### src/rtl/chess_pkg.sv
// Shared chess encodings: piece types, colours, board geometry, FSM states,
// and the start-position lookup used by the initialisation sweep.
package chess_pkg;

  typedef enum logic [2:0] {
    EMPTY  = 3'd0,
    PAWN   = 3'd1,
    BISHOP = 3'd2,
    KNIGHT = 3'd3,
    ROOK   = 3'd4,
    QUEEN  = 3'd5,
    KING   = 3'd6
  } piece_type_e;

  localparam logic WHITE = 1'b0;
  localparam logic BLACK = 1'b1;

  localparam int BOARD_SQUARES = 64;
  localparam int SQ_W          = 4;
  localparam int BOARD_W       = BOARD_SQUARES * SQ_W;
  localparam logic [2:0] LAST_ROW = 3'd7;

  typedef enum logic {
    ST_INIT  = 1'b0,
    ST_READY = 1'b1
  } store_state_e;

  // Square address is row*8+col; row 0 is the black back rank.
  function automatic logic [3:0] init_piece(input logic [5:0] addr);
    logic [2:0] row;
    logic [2:0] col;
    logic [2:0] back;
    logic [3:0] piece;
    row = addr[5:3];
    col = addr[2:0];
    case (col)
      3'd0, 3'd7: back = ROOK;
      3'd1, 3'd6: back = KNIGHT;
      3'd2, 3'd5: back = BISHOP;
      3'd3:       back = QUEEN;
      default:    back = KING;
    endcase
    case (row)
      3'd0:     piece = {BLACK, back};
      3'd1:     piece = {BLACK, 3'(PAWN)};
      3'd6:     piece = {WHITE, 3'(PAWN)};
      LAST_ROW: piece = {WHITE, back};
      default:  piece = {1'b0, 3'(EMPTY)};
    endcase
    return piece;
  endfunction

endpackage

### src/rtl/board_state_store_if.sv
// Square-write command bus from game logic into the board store.
interface board_state_store_if;
  // board_change_en is a single-cycle strobe with no backpressure: every high
  // cycle is one write of board_in_piece to board_in_addr; the store only
  // applies it while its ready output is high, otherwise write_dropped pulses.
  logic [5:0] board_in_addr;
  logic [3:0] board_in_piece;
  logic       board_change_en;

  modport master (output board_in_addr, output board_in_piece, output board_change_en);
  modport slave  (input  board_in_addr, input  board_in_piece, input  board_change_en);
endinterface

### src/rtl/board_init_rom.sv
// Combinational start-position lookup: square address to initial piece code.
module board_init_rom
  import chess_pkg::*;
(
  input  logic [5:0] addr,
  output logic [3:0] piece
);

  assign piece = init_piece(addr);

endmodule

### src/rtl/board_state_store.sv
// 64-square board register file with init sweep, capture tracking and king-capture
// detection. Optional: define BOARD_AUTO_PROMOTE_EN to store promoted pawns as queens.
module board_state_store
  import chess_pkg::*;
#(
  parameter int CAP_CNT_W = 5
) (
  input  logic                 clk,
  input  logic                 rst,
  board_state_store_if.slave   cmd,
  input  logic                 new_game,
  output logic [BOARD_W-1:0]   board_out,
  output logic                 ready,
  output logic                 is_in_initial_state,
  output logic                 write_dropped,
  output logic [3:0]           last_capture,
  output logic [CAP_CNT_W-1:0] white_captures,
  output logic [CAP_CNT_W-1:0] black_captures,
  output logic                 game_over,
  output logic                 winner,
  output store_state_e         dbg_state
);

  localparam logic [CAP_CNT_W-1:0] CAP_MAX = CAP_CNT_W'(16);

  logic [SQ_W-1:0] squares [BOARD_SQUARES];
  logic [5:0]      init_cnt;
  logic [3:0]      rom_piece;
  store_state_e    state, state_next;

  logic [3:0] old_piece;
  logic [3:0] new_piece;
  logic       accept;
  logic       capture;

  board_init_rom u_rom (
    .addr  (init_cnt),
    .piece (rom_piece)
  );

  assign dbg_state = state;

  for (genvar i = 0; i < BOARD_SQUARES; i++) begin : g_flat
    assign board_out[SQ_W*i +: SQ_W] = squares[i];
  end

  assign old_piece = squares[cmd.board_in_addr];

`ifdef BOARD_AUTO_PROMOTE_EN
  always_comb begin
    new_piece = cmd.board_in_piece;
    if (cmd.board_in_piece == {WHITE, 3'(PAWN)} && cmd.board_in_addr[5:3] == 3'd0)
      new_piece = {WHITE, 3'(QUEEN)};
    else if (cmd.board_in_piece == {BLACK, 3'(PAWN)} && cmd.board_in_addr[5:3] == LAST_ROW)
      new_piece = {BLACK, 3'(QUEEN)};
  end
`else
  assign new_piece = cmd.board_in_piece;
`endif

  // new_game outranks a simultaneous write strobe.
  assign accept  = (state == ST_READY) && cmd.board_change_en && !new_game;
  assign capture = (old_piece[2:0] != 3'(EMPTY)) && (new_piece[2:0] != 3'(EMPTY)) &&
                   (old_piece[3] != new_piece[3]);

  always_ff @(posedge clk or posedge rst) begin
    if (rst) state <= ST_INIT;
    else     state <= state_next;
  end

  always_comb begin
    state_next = state;
    case (state)
      ST_INIT:  if (!new_game && init_cnt == 6'd63) state_next = ST_READY;
      ST_READY: if (new_game) state_next = ST_INIT;
      default:  state_next = ST_INIT;
    endcase
  end

  always_ff @(posedge clk or posedge rst) begin
    if (rst) begin
      for (int i = 0; i < BOARD_SQUARES; i++) squares[i] <= '0;
      init_cnt            <= '0;
      ready               <= 1'b0;
      is_in_initial_state <= 1'b0;
      write_dropped       <= 1'b0;
      last_capture        <= '0;
      white_captures      <= '0;
      black_captures      <= '0;
      game_over           <= 1'b0;
      winner              <= 1'b0;
    end else begin
      write_dropped <= 1'b0;
      case (state)
        ST_INIT: begin
          write_dropped <= cmd.board_change_en;
          if (new_game) begin
            init_cnt <= '0;
          end else begin
            squares[init_cnt] <= rom_piece;
            init_cnt          <= init_cnt + 6'd1;
            if (init_cnt == 6'd63) begin
              ready               <= 1'b1;
              is_in_initial_state <= 1'b1;
            end
          end
        end
        ST_READY: begin
          if (new_game) begin
            write_dropped       <= cmd.board_change_en;
            init_cnt            <= '0;
            ready               <= 1'b0;
            is_in_initial_state <= 1'b0;
            last_capture        <= '0;
            white_captures      <= '0;
            black_captures      <= '0;
            game_over           <= 1'b0;
            winner              <= 1'b0;
          end else if (accept) begin
            squares[cmd.board_in_addr] <= new_piece;
            if (new_piece != old_piece) is_in_initial_state <= 1'b0;
            if (capture) begin
              last_capture <= old_piece;
              if (new_piece[3] == WHITE) begin
                if (white_captures != CAP_MAX) white_captures <= white_captures + 1'b1;
              end else begin
                if (black_captures != CAP_MAX) black_captures <= black_captures + 1'b1;
              end
              // First king capture decides the game; later ones change nothing.
              if (old_piece[2:0] == 3'(KING) && !game_over) begin
                game_over <= 1'b1;
                winner    <= new_piece[3];
              end
            end
          end
        end
        default: ;
      endcase
    end
  end

endmodule
### src/flat_wrapper.sv
// flat-port wrapper written by rule: the top's interface ports become plain ports
module board_state_store_flat import chess_pkg::*;
#(
  parameter int CAP_CNT_W = 5
)
  (clk, rst, new_game, board_out, ready, is_in_initial_state, write_dropped, last_capture, white_captures, black_captures, game_over, winner, dbg_state, cmd_board_in_addr, cmd_board_in_piece, cmd_board_change_en);
  board_state_store_if cmd_i ();
  input  logic clk;
  input  logic rst;
  input  logic new_game;
  output logic [BOARD_W-1:0] board_out;
  output logic ready;
  output logic is_in_initial_state;
  output logic write_dropped;
  output logic [3:0] last_capture;
  output logic [CAP_CNT_W-1:0] white_captures;
  output logic [CAP_CNT_W-1:0] black_captures;
  output logic game_over;
  output logic winner;
  output store_state_e dbg_state;
  input wire logic [$bits(cmd_i.board_in_addr)-1:0] cmd_board_in_addr;
  input wire logic [$bits(cmd_i.board_in_piece)-1:0] cmd_board_in_piece;
  input wire logic [$bits(cmd_i.board_change_en)-1:0] cmd_board_change_en;
  assign cmd_i.board_in_addr = cmd_board_in_addr;
  assign cmd_i.board_in_piece = cmd_board_in_piece;
  assign cmd_i.board_change_en = cmd_board_change_en;
  board_state_store #(.CAP_CNT_W(CAP_CNT_W)) u_core (.clk(clk), .rst(rst), .cmd(cmd_i), .new_game(new_game), .board_out(board_out), .ready(ready), .is_in_initial_state(is_in_initial_state), .write_dropped(write_dropped), .last_capture(last_capture), .white_captures(white_captures), .black_captures(black_captures), .game_over(game_over), .winner(winner), .dbg_state(dbg_state));
endmodule
### config.mk
export PLATFORM = sky130hd
export DESIGN_NAME = board_state_store_flat
export DESIGN_NICKNAME = d
export VERILOG_FILES = /design/src/rtl/chess_pkg.sv /design/src/rtl/board_state_store_if.sv /design/src/rtl/board_init_rom.sv /design/src/rtl/board_state_store.sv /design/src/flat_wrapper.sv
export SDC_FILE = /design/constraint.sdc
export NUM_CORES = 1
export LEC_CHECK = 0
export BUFFER_PORTS_ARGS = -buffer_cell sky130_fd_sc_hd__buf_2
export CORE_MARGIN = 8
export CORE_UTILIZATION = 43
export CTS_CLUSTER_DIAMETER = 80
export DETAILED_ROUTE_END_ITERATION = 10
export HOLD_SLACK_MARGIN = 0.08
export SLEW_MARGIN = 10
export SYNTH_ARGS = -nofsm -noshare
export SYNTH_HDL_FRONTEND = slang
export SYNTH_SLANG_ARGS = --single-unit
### constraint.sdc
create_clock -name clk -period 20.1 [get_ports clk]
set_input_delay 2.01 -clock clk [delete_from_list [all_inputs] [get_ports clk]]
set_output_delay 2.01 -clock clk [all_outputs]
set_load 0.02 [all_outputs]
==> key figures <==
Floorplan
  • Core area: 0.03437 mm^2
  • Width of the die: slightly above 200 um
  • Die Y: about 200 um
  • DIE AREA: approximately 0.041 mm^2
  • IO Count: 290
  • Std cell rows: 68
  • Initial Util: 0.4334

GRT
  • Total congestion overflow: 0
  • Largest net degree at the start of global routing: around 160
  • Initial antenna violation count: 1
  • Total track usage: 0.3035
  • Vias in the first global route: 14280
  • First-pass GRT wire length: about 95000 um

Clock network
  • TritonCTS clock tree: yes
  • Clock Tree Buf Depth: 3
  • Hold_buf cts: 0
  • Post-CTS Setup Bufs: 0
  • Clk_lat worst skew: 0.58 ns
  • TritonCTS Buffers: 31
  • CTS clk-pin slew, worst paths: 0.06 ns
  • Post-CTS sizing: 0
  • CTS root buf: clkbuf_16
  • Clock sink total: approximately 280
  • H-tree Lvls: 1

Power
  • Power Dens Cells: just under 80 mW/mm^2
  • Total chip power: ~1.4 mW
  • Max VDD drop: roughly 64 uV
  • LEAKAGE: a little under 8 nW

Place
  • GPL Wtd Cong: 0.9381
  • Hpwl dp: 45650 um
  • Port Buffer Count: 289
  • Pre-CTS WS: 13.57 ns

STA
  • Final WS setup: 14.12 ns
  • Slew HR: 0.2181
  • Pins Over Slew Limit: 0
  • Worst Tran Pin Value: 1.170 ns
  • Setup tns final: 0 ns
  • Tmin final: 5.982 ns
  • FMAX: 167.2 MHz
  • Fin crit share: 0.2976
  • Hold_ws: 0.5049 ns
  • Setup-failing EPs final: 0
  • RSZ-0062 raised after global routing: false
  • Max Clock Skew: 0.02054 ns
  • Final hold violations: 0

Finish
  • Final nets: ~1900
  • Commonest non-fill, non-tap cell in the layout: nand2_1
  • ANT cells: 0
  • Most frequent cells in the layout: nand2_1 (322), buf_2 (288), dfrtp_1 (281)
  • Layout cells sized above 1: 0.2315
  • Area grow syn2layout: 18.29%
  • Fill cells: ~3300

Job
  • Max cap viols: 0

Drt
  • Final ANT Viol Nets: 0
  • DR vias/cell: approximately 6.4
  • Number of DRC markers in iteration 0: 1603
  • WL per Instance: 27.84 um
  • Drt first pass iters: 6
  • DRC: 0
  • DR vias: 14670
  • Total routed wirelength: 64270 um

Critical path
  • Critical path class: in2reg
  • Crit. End Element: register
  • Arr. time, crit path: between 6 and 7 ns
  • Required time of the critical path: 20.55 ns
  • Worst Setup Start Kind: input port
  • Critical path fanouts, max: 64

Synthesis
  • Post-Syn Nets: 1611
  • Yosys warnings: 0
  • Post-synth EDFFs: 0
  • Cell Area, Synth: about 0.015 mm^2
  • Mapped Cells: 1588
  • #FFs+latches synth: 282
  • Syn_area_per_cell: 9.381 um^2
  • Async SR Flop Fraction: 1.000
  • Distinct cells, synth: 70
  • Prevailing post-synth register cell: dfrtp_1
  • Sequential element share of the synthesized area: 0.4737

Min path
  • Hold Crit Class: reg2reg

Outcome
  • Status: complete, no violations
## cell usage after synthesis, types with 34 or more instances
master	instances	area share
clkbuf_1	70	0.018
nand2_1	322	0.081
inv_1	49	0.012
o21ai_0	103	0.035
nand3_1	34	0.011
a22oi_1	46	0.023
o22ai_1	40	0.017
o31ai_1	114	0.057
dfrtp_1	282	0.47
mux2_2	36	0.027
a21oi_1	38	0.013
nor2_1	108	0.027
## per-layer routing
metal	global-route usage	routed length, um
met5	0	13
met4	0.1269	3002
met3	0.06740	6555
met2	0.4619	28400
met1	0.4141	26290
## layout make-up
class                           instances  area [um^2]  share of cell area
Timing Repair Buffer                  312         1634             0.09273
Sequential cell                       282         7058              0.4005
Clock inverter                          3        18.77            0.001065
Clock buffer                           47        885.9             0.05027
Inverter                               51        198.9             0.01129
Tap cell                              455        569.3             0.03231
Multi-Input combinational cell       1158         7257              0.4118
## worst paths after layout
kind | startpoint | endpoint | slack, ns | depth (start not counted)
hold / removal | u_core.ready$_DFFE_PP0P_ | u_core.ready$_DFFE_PP0P_ | 0.50 | 1
setup / recovery | cmd_board_in_addr[0] | u_core.white_captures[0]$_DFFE_PP0P_ | 14.12 | 10
setup reg to reg | u_core.board_out[24]$_DFFE_PP0P_ | u_core.white_captures[0]$_DFFE_PP0P_ | 16.51 | 8
hold reg to reg | u_core.ready$_DFFE_PP0P_ | u_core.ready$_DFFE_PP0P_ | 0.50 | 1
min in group asynchronous | rst | u_core.board_out[139]$_DFFE_PP0P_ | 1.61 | 2
max in group asynchronous | rst | u_core.board_out[248]$_DFFE_PP0P_ | 17.07 | 3
## sequential cells by signal (all words and copies together) (netlist names)
register	count
u_core.last_capture	4
u_core.white_captures	5
u_core.game_over	1
u_core.is_in_initial_state	1
u_core.ready	1
u_core.dbg_state	1
u_core.black_captures	5
u_core.board_out	256
u_core.winner	1
u_core.init_cnt	6
u_core.write_dropped	1
## power by group
| group | leakage (nW) | switching (mW) | internal, mW |
|---|---|---|---|
| Sequential | 3.70 | 0.0414 | 0.594 |
| Clock | 0.443 | 0.231 | 0.298 |
| Combinational | 3.71 | 0.136 | 0.0622 |
| Total | 7.85 | 0.408 | 0.955 |
## worst max-delay path: stages
cell and delay (ns):
buf_4 0.28, buf_4 0.82, nor2_1 0.45, a221o_1 0.45, a222oi_1 0.41, o22ai_1 0.23, nor4_4 0.45, nand3_1 0.54
nor2b_1 0.41, o311ai_0 0.31
## through the flow
| step | cells | instance area [um^2] | util |
|---|---|---|---|
| final | 2308 | 17620 | 0.5127 |
| after global routing | 2308 | 17620 | 0.5127 |
| after CTS | 2308 | 17620 | 0.5127 |
| after detailed placement | 2258 | 16720 | 0.4864 |
| after global placement | 2258 | 16720 | 0.4864 |
| after floorplan | 1588 | 14900 | - |
## cells by family after synthesis
logic type	count (synthesis)	share of synthesized area
AO/OA/AOI/OAI	501	0.2315
buffers and inverters	148	0.04023
AND/OR/NAND/NOR	558	0.1645
multiplexers	82	0.07786
XOR/XNOR	8	0.004704
flip-flops	282	0.4737
adder cells (fa/ha/maj)	9	0.007559
Note: power is estimated with default switching activity, not from simulation.
